$ cat src/rtl/reg_commit_stage_if.sv
// Dispatch, completion and register-file write bundle for reg_commit_stage.
// master = dispatch/execute/regfile side, slave = commit stage.
interface reg_commit_stage_if #(
    parameter int TAG_W = 3
);
    logic              allocValid;
    logic [4:0]        allocDest;
    logic              allocWritesReg;
    logic              allocReady;
    logic [TAG_W-1:0]  allocTag;
    logic              compValid;
    logic [TAG_W-1:0]  compTag;
    logic [63:0]       compData;
    logic              flush;
    logic              regWrite;
    logic [4:0]        writeAddr;
    logic [63:0]       WriteData;
    logic [TAG_W:0]    count;
    logic              empty;

    modport master (
        output allocValid, allocDest, allocWritesReg, compValid, compTag, compData, flush,
        input  allocReady, allocTag, regWrite, writeAddr, WriteData, count, empty
    );

    modport slave (
        input  allocValid, allocDest, allocWritesReg, compValid, compTag, compData, flush,
        output allocReady, allocTag, regWrite, writeAddr, WriteData, count, empty
    );
endinterface

$ cat src/rtl/reg_commit_stage.sv
// In-order commit stage: tagged entries are allocated at dispatch, completed out of
// order by tag, and retired one per cycle in program order onto the register-file write port.
module reg_commit_stage #(
    parameter int DEPTH = 8,
    parameter int TAG_W = 3
) (
    input  logic              clk,
    input  logic              reset,
    reg_commit_stage_if.slave bus
);
    localparam logic [TAG_W:0]   CNT_ZERO = (TAG_W+1)'(0);
    localparam logic [TAG_W:0]   CNT_ONE  = (TAG_W+1)'(1);
    localparam logic [TAG_W:0]   CNT_FULL = (TAG_W+1)'(DEPTH);
    localparam logic [TAG_W-1:0] PTR_ZERO = TAG_W'(0);
    localparam logic [TAG_W-1:0] PTR_ONE  = TAG_W'(1);

    logic [DEPTH-1:0] r_valid;
    logic [DEPTH-1:0] r_done;
    logic [DEPTH-1:0] r_wr;
    logic [4:0]       r_dest [DEPTH];
    logic [63:0]      r_data [DEPTH];
    logic [TAG_W-1:0] r_head;
    logic [TAG_W-1:0] r_tail;
    logic [TAG_W:0]   r_count;
    logic             r_reg_write;
    logic [4:0]       r_write_addr;
    logic [63:0]      r_write_data;

    logic w_alloc_ready;
    logic w_alloc;
    logic w_comp;
    logic w_commit;

    assign w_alloc_ready = (r_count != CNT_FULL);
    assign w_alloc       = bus.allocValid && w_alloc_ready;
    assign w_comp        = bus.compValid && r_valid[bus.compTag];
    // Only flags registered in earlier cycles qualify, so a completion to the head retires next cycle.
    assign w_commit      = r_valid[r_head] && r_done[r_head];

    assign bus.allocReady = w_alloc_ready;
    assign bus.allocTag   = r_tail;
    assign bus.regWrite   = r_reg_write;
    assign bus.writeAddr  = r_write_addr;
    assign bus.WriteData  = r_write_data;
    assign bus.count      = r_count;
    assign bus.empty      = (r_count == CNT_ZERO);

    // Entry table, pointers, occupancy count and registered register-file write port.
    always_ff @(posedge clk or posedge reset) begin
        if (reset) begin
            r_valid      <= '0;
            r_done       <= '0;
            r_wr         <= '0;
            for (int i = 0; i < DEPTH; i++) begin
                r_dest[i] <= 5'd0;
                r_data[i] <= 64'd0;
            end
            r_head       <= PTR_ZERO;
            r_tail       <= PTR_ZERO;
            r_count      <= CNT_ZERO;
            r_reg_write  <= 1'b0;
            r_write_addr <= 5'd0;
            r_write_data <= 64'd0;
        end else if (bus.flush) begin
            r_valid     <= '0;
            r_done      <= '0;
            r_head      <= PTR_ZERO;
            r_tail      <= PTR_ZERO;
            r_count     <= CNT_ZERO;
            r_reg_write <= 1'b0;
        end else begin
            r_reg_write <= 1'b0;
            if (w_comp) begin
                r_done[bus.compTag] <= 1'b1;
                r_data[bus.compTag] <= bus.compData;
            end
            // Commit is ordered after completion so a retiring entry is always cleared.
            if (w_commit) begin
                r_valid[r_head] <= 1'b0;
                r_done[r_head]  <= 1'b0;
                r_head          <= r_head + PTR_ONE;
                r_reg_write     <= r_wr[r_head] && (r_dest[r_head] != 5'd31);
                r_write_addr    <= r_dest[r_head];
                r_write_data    <= r_data[r_head];
            end
            if (w_alloc) begin
                r_valid[r_tail] <= 1'b1;
                r_done[r_tail]  <= 1'b0;
                r_wr[r_tail]    <= bus.allocWritesReg;
                r_dest[r_tail]  <= bus.allocDest;
                r_tail          <= r_tail + PTR_ONE;
            end
            case ({w_alloc, w_commit})
                2'b10:   r_count <= r_count + CNT_ONE;
                2'b01:   r_count <= r_count - CNT_ONE;
                default: r_count <= r_count;
            endcase
        end
    end
endmodule

$ cat src/flat_wrapper.sv
// flat-port wrapper written by rule: the top's interface ports become plain ports
module reg_commit_stage_flat 
#(
    parameter int DEPTH = 8,
    parameter int TAG_W = 3
)
  (clk, reset, bus_allocValid, bus_allocDest, bus_allocWritesReg, bus_compValid, bus_compTag, bus_compData, bus_flush, bus_allocReady, bus_allocTag, bus_regWrite, bus_writeAddr, bus_WriteData, bus_count, bus_empty);
  reg_commit_stage_if #(.TAG_W(TAG_W)) bus_i ();
  input  logic clk;
  input  logic reset;
  input wire logic [$bits(bus_i.allocValid)-1:0] bus_allocValid;
  input wire logic [$bits(bus_i.allocDest)-1:0] bus_allocDest;
  input wire logic [$bits(bus_i.allocWritesReg)-1:0] bus_allocWritesReg;
  input wire logic [$bits(bus_i.compValid)-1:0] bus_compValid;
  input wire logic [$bits(bus_i.compTag)-1:0] bus_compTag;
  input wire logic [$bits(bus_i.compData)-1:0] bus_compData;
  input wire logic [$bits(bus_i.flush)-1:0] bus_flush;
  output wire logic [$bits(bus_i.allocReady)-1:0] bus_allocReady;
  output wire logic [$bits(bus_i.allocTag)-1:0] bus_allocTag;
  output wire logic [$bits(bus_i.regWrite)-1:0] bus_regWrite;
  output wire logic [$bits(bus_i.writeAddr)-1:0] bus_writeAddr;
  output wire logic [$bits(bus_i.WriteData)-1:0] bus_WriteData;
  output wire logic [$bits(bus_i.count)-1:0] bus_count;
  output wire logic [$bits(bus_i.empty)-1:0] bus_empty;
  assign bus_i.allocValid = bus_allocValid;
  assign bus_i.allocDest = bus_allocDest;
  assign bus_i.allocWritesReg = bus_allocWritesReg;
  assign bus_i.compValid = bus_compValid;
  assign bus_i.compTag = bus_compTag;
  assign bus_i.compData = bus_compData;
  assign bus_i.flush = bus_flush;
  assign bus_allocReady = bus_i.allocReady;
  assign bus_allocTag = bus_i.allocTag;
  assign bus_regWrite = bus_i.regWrite;
  assign bus_writeAddr = bus_i.writeAddr;
  assign bus_WriteData = bus_i.WriteData;
  assign bus_count = bus_i.count;
  assign bus_empty = bus_i.empty;
  reg_commit_stage #(.DEPTH(DEPTH), .TAG_W(TAG_W)) u_core (.clk(clk), .reset(reset), .bus(bus_i));
endmodule
$ cat config.mk
export PLATFORM = sky130hd
export DESIGN_NAME = reg_commit_stage_flat
export DESIGN_NICKNAME = d
export VERILOG_FILES = /design/src/rtl/reg_commit_stage_if.sv /design/src/rtl/reg_commit_stage.sv /design/src/flat_wrapper.sv
export SDC_FILE = /design/constraint.sdc
export NUM_CORES = 1
export LEC_CHECK = 0
export ABC_AREA = 1
export BUFFER_PORTS_ARGS = -buffer_cell sky130_fd_sc_hd__buf_2
export CORE_MARGIN = 4
export CORE_UTILIZATION = 57
export CTS_BUF_LIST = sky130_fd_sc_hd__clkbuf_8
export DETAILED_ROUTE_END_ITERATION = 12
export PLACE_DENSITY = 0.82
export SETUP_SLACK_MARGIN = 0.5
export SLEW_MARGIN = 20
export SYNTH_ARGS = -nofsm -noshare
export SYNTH_HDL_FRONTEND = slang
export SYNTH_SLANG_ARGS = --single-unit
$ cat constraint.sdc
create_clock -name clk -period 24.4 [get_ports clk]
set_input_delay 6.1 -clock clk [delete_from_list [all_inputs] [get_ports clk]]
set_output_delay 6.1 -clock clk [all_outputs]
set_load 0.005 [all_outputs]
==> impl_metrics.csv, run 1 <==
group,metric,value,unit
outcome,status,"finished, final reports clean",
yosys,synthCells,3232,
clocking,cts_resized,0,
route,viasPerCell,5.757,
yosys,synth-edff-count,0,
run,cap_violations,0,
finish,fillers,4076,
worst_setup_path,worstSetupEndpoint,"u_core.r_data[126]$_DFFE_PP0P_",
worst_setup_path,setup.worst_path.start,"reset",
grt,grt_pass1_vias,21980,
grt,grt_pass1_wl,115500,um
worst_setup_path,arrival,9830,ps
worst_setup_path,startpoint_type,"input port",
clocking,cts-htree-levels,3,
placement,routabilityCongestion,0.8555,
yosys,ys_seq_elements,656,
worst_setup_path,criticalPathCategory,"input port to asynchronous set/reset pin",
sta,fmax,109.2,MHz
sta,tns,0,ps
sta,relSlewSlack,26.72,%
placement,io_buffers,156,
grt,grt_util_met3,4.339,%
floorplan,dieArea,0.05365,mm^2
yosys,synth.distinct_cells,33,
route,first_pass_iters,6,
yosys,synth_area,0.02851,mm^2
sta,hold_viol,0,
worst_setup_path,timing.rr.end,"u_core.bus.count[1]$_DFFE_PP0P_",
worst_setup_path,critPathMaxFanout,80,
finish,fin_cells,4025,
finish,syn2layout_area_growth,8.414,%
worst_setup_path,r2r_slack,20710,ps
worst_setup_path,reg2reg_from,"u_core.r_head[2]$_DFFE_PP0P_",
route,drt_iter0_drc,2681,
grt,grt_overflow,0,
clocking,root_buffer,"clkbuf_8",
yosys,async_reset_ff_share,100.0,%
finish,multi_input_area,0.01018,mm^2
route,wl_per_cell,17.62,um
clocking,cts_buffers,102,
route,drt_wl_total,70930,um
sta,worst_slew_pin_slew,1099,ps
clocking,clk_latency,680,ps
worst_setup_path,crit_required,25070,ps
finish,regArea,0.01642,mm^2
grt,antenna_found_initial,1,
clocking,clk_pin_slew_worst_paths,60,ps
yosys,synth_top_family_by_area,"compound AO/OA/AOI/OAI gates",
finish,layout-drive-gt1-share,10.39,%
yosys,syn_avg_cell_area,8.820,um^2
sta,finalMaxSlewViolations,0,
clocking,cts.sinks,656,
yosys,synthMuxAreaShare,0,%
sta,finClkSkew,20.52,ps
finish,final_nets,3365,
floorplan,core_area,0.04915,mm^2
placement,dp_hpwl,37050,um
clocking,holdBufCountCts,0,
floorplan,fp.dieW,231.6,um
sta,final.period_utilization,37.54,%
min_path,hold_path.class,"flip-flop to flip-flop",
grt,grt_start_max_net_pins,139,
clocking,cts_setup_buffers,0,
yosys,ys.flop_type,"dfrtp_1",
floorplan,dieHeight,231.6,um
yosys,synth-xor-area-share,0.03072,%
yosys,synth-simple-area-share,15.76,%
yosys,ys_seq_area_share,57.58,%
clocking,clock_path_buffers,3,
placement,dp.cells,3842,
grt,met1_usage,38.42,%
floorplan,rows,81,
worst_setup_path,reg2regPathDepth,12,
route,vias,23170,
power_and_ir_drop,p_leak,14.83,nW
worst_setup_path,worstSetupEndpointType,"asynchronous set/reset pin",
sta,whs,471.2,ps
floorplan,ioPinCount,157,
grt,use_met2,41.25,%
floorplan,initial_utilization,58.00,%
yosys,synth_warnings,0,
yosys,synthAdderAreaFrac,0.1756,%
power_and_ir_drop,power.density,73.15,mW/mm^2
grt,grt_util_all_layers,26.40,%
sta,finalSetupViolCount,0,
clocking,cts_tree,"yes",
yosys,syn-num-nets,3314,
route,ant_nets,0,
sta,rsz0062_at_grt,"false",
route,drcViolationCount,0,
power_and_ir_drop,ir_worst_vdd,0.04006,mV
yosys,synth_compound_area_share,19.50,%
grt,busiest_layer,"met2",
sta,period_needed,9159,ps
[cells in the mapped netlist (2+ instances only)]
cell type | count | area share [%]
nand2_4 | 8 | 0.32
nor2_2 | 3 | 0.066
nand2_1 | 731 | 9.6
nand3_1 | 42 | 0.74
o21a_1 | 11 | 0.29
a21oi_1 | 11 | 0.19
clkbuf_1 | 83 | 1.1
nand4_1 | 3 | 0.066
nand2_2 | 2 | 0.044
nor2_1 | 359 | 4.7
o22ai_1 | 131 | 2.9
dfrtp_1 | 656 | 58
clkinv_1 | 2 | 0.026
inv_1 | 109 | 1.4
buf_1 | 6 | 0.079
buf_6 | 74 | 2.9
o21ai_1 | 565 | 9.9
o2111ai_1 | 5 | 0.15
o21ai_0 | 341 | 6.0
inv_2 | 8 | 0.11
buf_2 | 59 | 1.0
ha_1 | 4 | 0.18
buf_4 | 9 | 0.24
[logic make-up after synthesis]
group	Yosys count
simple gates	1153
fa+ha+maj	4
xor+xnor	1
flops	656
compound gates	1067
buf+inv	351
[worst min path at each step]
stage          cells past startpoint                                 from                                   to  slack (ps)
2_1_floorplan                      2         u_core.r_dest[0]$_DFFE_PP0P_         u_core.r_dest[0]$_DFFE_PP0P_         450
6_report                           2  u_core.bus.writeAddr[0]$_DFFE_PP0P_  u_core.bus.writeAddr[0]$_DFFE_PP0P_         470
4_1_cts                            2  u_core.bus.writeAddr[4]$_DFFE_PP0P_  u_core.bus.writeAddr[4]$_DFFE_PP0P_         480
5_1_grt                            2  u_core.bus.writeAddr[4]$_DFFE_PP0P_  u_core.bus.writeAddr[4]$_DFFE_PP0P_         500
3_5_place_dp                       2  u_core.bus.writeAddr[4]$_DFFE_PP0P_  u_core.bus.writeAddr[4]$_DFFE_PP0P_         460
3_3_place_gp                       2        u_core.r_dest[30]$_DFFE_PP0P_        u_core.r_dest[30]$_DFFE_PP0P_         460
[sequential cells by signal (all words and copies together), names as in the netlist]
register              count
u_core.r_head             3
u_core.bus.writeAddr      5
u_core.r_valid            8
u_core.r_data           512
u_core.bus.WriteData     64
u_core.r_done             8
u_core.r_dest            40
u_core.bus.regWrite       1
u_core.r_wr               8
u_core.bus.allocTag       3
u_core.bus.count          4
[routing by layer]
layer / share of wire [%] / wire length, um
met1: 43 / 30760
met3: 8.0 / 5664
met5: 0 / 0
met2: 47 / 33070
met4: 2.0 / 1425
[report_power, final]
| group | total [W] | switching (W) | internal, W | leakage, nW |
|---|---|---|---|---|
| Sequential | 0.00120 | 0.0000393 | 0.00116 | 9.03 |
| Combinational | 0.000153 | 0.0000959 | 0.0000567 | 4.60 |
| Clock | 0.000907 | 0.000419 | 0.000488 | 1.20 |
| Total | 0.00226 | 0.000554 | 0.00171 | 14.8 |
[area by class of cell]
cell class                 instances  share of cell area [%]
clock inverter                    50                  0.7530
timing repair buffer             179                   3.174
tap                              664                   2.688
multi-input combinational       2225                   32.93
antenna                            1                0.008097
clock buffer                     131                   5.834
sequential                       656                   53.13
inverter                         119                   1.482
[critical path: stages]
cell and delay (ps):
buf_2 110, clkinvlp_4 250, buf_4 690, buf_4 860
buf_4 840, buf_4 850
[cells in the final DEF, fill, tap and decap left out, types with 2 or more instances in the layout]
master / n
a21oi_1: 11
buf_2: 156
buf_4: 20
buf_6: 2
clkbuf_8: 131
clkinv_1: 2
clkinv_2: 5
clkinvlp_4: 3
dfrtp_1: 655
ha_1: 4
inv_1: 147
inv_2: 9
nand2_1: 731
nand2_4: 4
nand2_8: 5
nand3_1: 42
nand4_1: 3
nor2_1: 357
nor2_2: 2
nor2_4: 4
o2111ai_1: 5
o21a_1: 11
o21ai_0: 341
o21ai_1: 565
o22ai_1: 131
[stage by stage]
step | worst slack, ps | instance area (um^2) | utilization [%] | total power (W)
6_report | 15240 | 30910 | 62.88 | 0.002261
5_1_grt | 14610 | 30910 | 62.88 | 0.002361
4_1_cts | 15050 | 30870 | 62.80 | 0.002271
3_5_place_dp | 14320 | 28830 | 58.66 | 0.001371
3_3_place_gp | 14360 | 28830 | 58.66 | 0.001362
2_1_floorplan | 9333 | 28510 | - | 0.001324
(Power assumes the default switching activity.)
==> run 2: changes to the inputs <==
ABC_AREA = 0   (was 1)
CORE_UTILIZATION = 59   (was 57)
PLACE_DENSITY = 0.81   (was 0.82)
clock period = 8.9 ns   (was 24.4 ns; I/O delays follow)
==> impl_metrics.csv, run 2 <==
group,metric,value,unit
outcome,status,"finished, final reports clean",
floorplan,dieHeight,229.9,um
floorplan,core_area,0.04885,mm^2
finish,fin_cells,2843,
yosys,synth.distinct_cells,50,
clocking,clk_pin_slew_worst_paths,60,ps
power_and_ir_drop,p_comb_share,7.2,%
yosys,ys_seq_elements,656,
sta,fmax,198.5,MHz
sta,finalMaxSlewViolations,0,
grt,grt_pass1_wl,101000,um
sta,rsz0062_at_grt,"false",
yosys,synth_area_leader_cell,"dfrtp_1",
clocking,cts_tree,"yes",
yosys,synthCells,1929,
floorplan,fp.dieW,229.9,um
route,vias,17000,
clocking,root_buffer,"clkbuf_8",
clocking,clock_path_buffers,3,
grt,grt_util_all_layers,24.00,%
finish,layout-drive-gt1-share,50.57,%
placement,dp_hpwl,35800,um
finish,syn2layout_area_growth,12.10,%
grt,grt_start_max_net_pins,171,
power_and_ir_drop,switching_share,23.38,%
sta,hold_viol,0,
placement,dp.cells,2655,
sta,setup_ws,3862,ps
placement,place_ws,3156,ps
finish,mostFrequentLayoutCells,"653 x dfrtp_1, 613 x mux2_2, 228 x nand2_1",
run,cap_violations,0,
clocking,cts.sinks,656,
floorplan,rows,81,
yosys,synth_warnings,0,
finish,top_register,"u_core.r_data",
power_and_ir_drop,power.density,192.7,mW/mm^2
worst_setup_path,criticalPathCategory,"input port to flip-flop",
sta,finalSetupViolCount,0,
sta,final.period_utilization,56.61,%
yosys,syn_avg_cell_area,15.06,um^2
route,ant_nets,0,
power_and_ir_drop,clkPwrFrac,40.6,%
route,drt_wl_total,62440,um
worst_setup_path,startpoint_type,"input port",
yosys,synth-edff-count,0,
route,wl_per_cell,21.96,um
grt,antenna_found_initial,8,
yosys,ys.flop_type,"dfrtp_1",
finish,final_nets,2178,
grt,grt_overflow,0,
clocking,cts_resized,0,
route,drt_iter0_drc,1238,
grt,grt_pass1_vias,18400,
clocking,cts_buffers,103,
floorplan,dieArea,0.05284,mm^2
route,viasPerCell,5.980,
yosys,synth_area,0.02905,mm^2
route,first_pass_iters,7,
power_and_ir_drop,p_leak,16.58,nW
sta,relSlewSlack,23.59,%
worst_setup_path,worstSetupEndpointType,"flip-flop",
finish,mostFrequentLayoutCell,"dfrtp_1",
clocking,holdBufCountCts,0,
yosys,async_reset_ff_share,100.0,%
power_and_ir_drop,p_sw,0.001467,W
worst_setup_path,arrival,5590,ps
power_and_ir_drop,p_seq_share,52.2,%
worst_setup_path,crit_required,9450,ps
floorplan,initial_utilization,59.46,%
min_path,hold_path.class,"flip-flop to flip-flop",
clocking,cts_setup_buffers,0,
clocking,cts-htree-levels,3,
floorplan,ioPinCount,157,
placement,io_buffers,156,
sta,finClkSkew,29.19,ps
sta,worst_slew_pin_slew,1146,ps
power_and_ir_drop,ir_worst_vdd,0.1215,mV
placement,routabilityCongestion,0.8065,
yosys,ys_seq_area_share,56.52,%
worst_setup_path,critPathMaxFanout,36,
yosys,netlist.area_leader.share,56.52,%
route,drcViolationCount,0,
yosys,ys_top_cells_by_area,"dfrtp_1 57%, mux2_2 24%, mux4_2 11%",
yosys,yosysMostFrequentCell,"dfrtp_1",
yosys,syn-num-nets,2011,
power_and_ir_drop,intPower,0.004808,W
yosys,synth_common_cells,"656 x dfrtp_1, 613 x mux2_2, 232 x nand2_1",
clocking,clk_latency,680,ps
finish,largest_reg_flops,512,
sta,period_needed,5038,ps
==> run 2: cell count changes in the layout (fill, tap and decap cells not counted), moves of 35 or more <==
cell     previous run  this run
o21ai_0           341         7
nand3_1            42         7
mux4_2              0       141
mux2_2              0       613
inv_1             147        44
o21ai_1           565         0
nor2_1            357        28
o22ai_1           131         1
nand2_1           731       228
==> run 2: cells by family after synthesis <==
logic type	synth area share, %
DFF	56.52
muxes	35.61
buffers and inverters	1.861
AOI/OAI and AO/OA	1.155
and+or+nand+nor	4.562
adders and majority gates	0.1723
xor gates and xnor gates	0.1206
==> run 2: worst paths after layout <==
check                                                        to  cells past startpoint  slack, ps                           start
min                              u_core.r_data[109]$_DFFE_PP0P_                      1        490  u_core.r_data[109]$_DFFE_PP0P_
max reg2reg                u_core.bus.WriteData[31]$_DFFE_PP0P_                      6       4810    u_core.r_head[2]$_DFFE_PP0P_
min in group asynchronous           u_core.r_valid[4]$_DFF_PP0_                      2       1510                           reset
min reg2reg                      u_core.r_data[109]$_DFFE_PP0P_                      1        490  u_core.r_data[109]$_DFFE_PP0P_
max                               u_core.r_data[50]$_DFFE_PP0P_                      7       3860                  bus_compTag[1]
max in group asynchronous         u_core.r_data[85]$_DFFE_PP0P_                      4       5550                           reset
==> run 2: layout make-up <==
type                    instances  area (um^2)
fillers                      3445        16290
well taps                     664        830.8
clock inverters                57        322.8
inverters                       7        30.03
multi-input cells            1149        12170
clock buffers                 129         1775
flip-flops and latches        656        16420
repair buffers                179        998.5
diodes                          2        5.005
==> run 2: worst max-delay path, stage by stage <==
cell	delay, ps
buf_2	250
nor2b_1	380
a22oi_1	190
a21oi_2	780
nand4_4	730
buf_4	620
mux2_1	400
==> run 2: through the flow <==
stage | total power (W) | cell area, um^2 | hold slack (ps) | TNS, ps | util, %
after floorplan | 0.003633 | 29050 | 455.7 | -1503240 | -
after global placement | 0.003737 | 30450 | 467.7 | 0 | 62.33
after detailed placement | 0.003782 | 30450 | 477.6 | 0 | 62.33
after CTS | 0.006336 | 32550 | 490.6 | 0 | 66.63
after global routing | 0.006535 | 32560 | 506.1 | 0 | 66.65
final | 0.006275 | 32560 | 493.1 | 0 | 66.65
==> run 2: power groups by stage <==
stage	clock, W	sequential, W	combinational [W]
floorplan	0	0.00330	0.000337
global placement	0	0.00331	0.000431
detailed placement	0	0.00333	0.000456
CTS	0.00261	0.00327	0.000458
global route	0.00274	0.00329	0.000500
finish	0.00255	0.00328	0.000450
==> run 2: per-layer routing <==
| metal | vias to the layer above | routed length, um | share of wire, % | global-route usage, % |
|---|---|---|---|---|
| met1 | 9085 | 26820 | 43 | 33.01 |
| li1 | 7405 | - | - | - |
| met2 | 397 | 31310 | 50 | 39.98 |
| met5 | - | 75 | 0.12 | 0 |
| met3 | 104 | 3132 | 5.0 | 4.522 |
| met4 | 10 | 1101 | 1.8 | 6.616 |
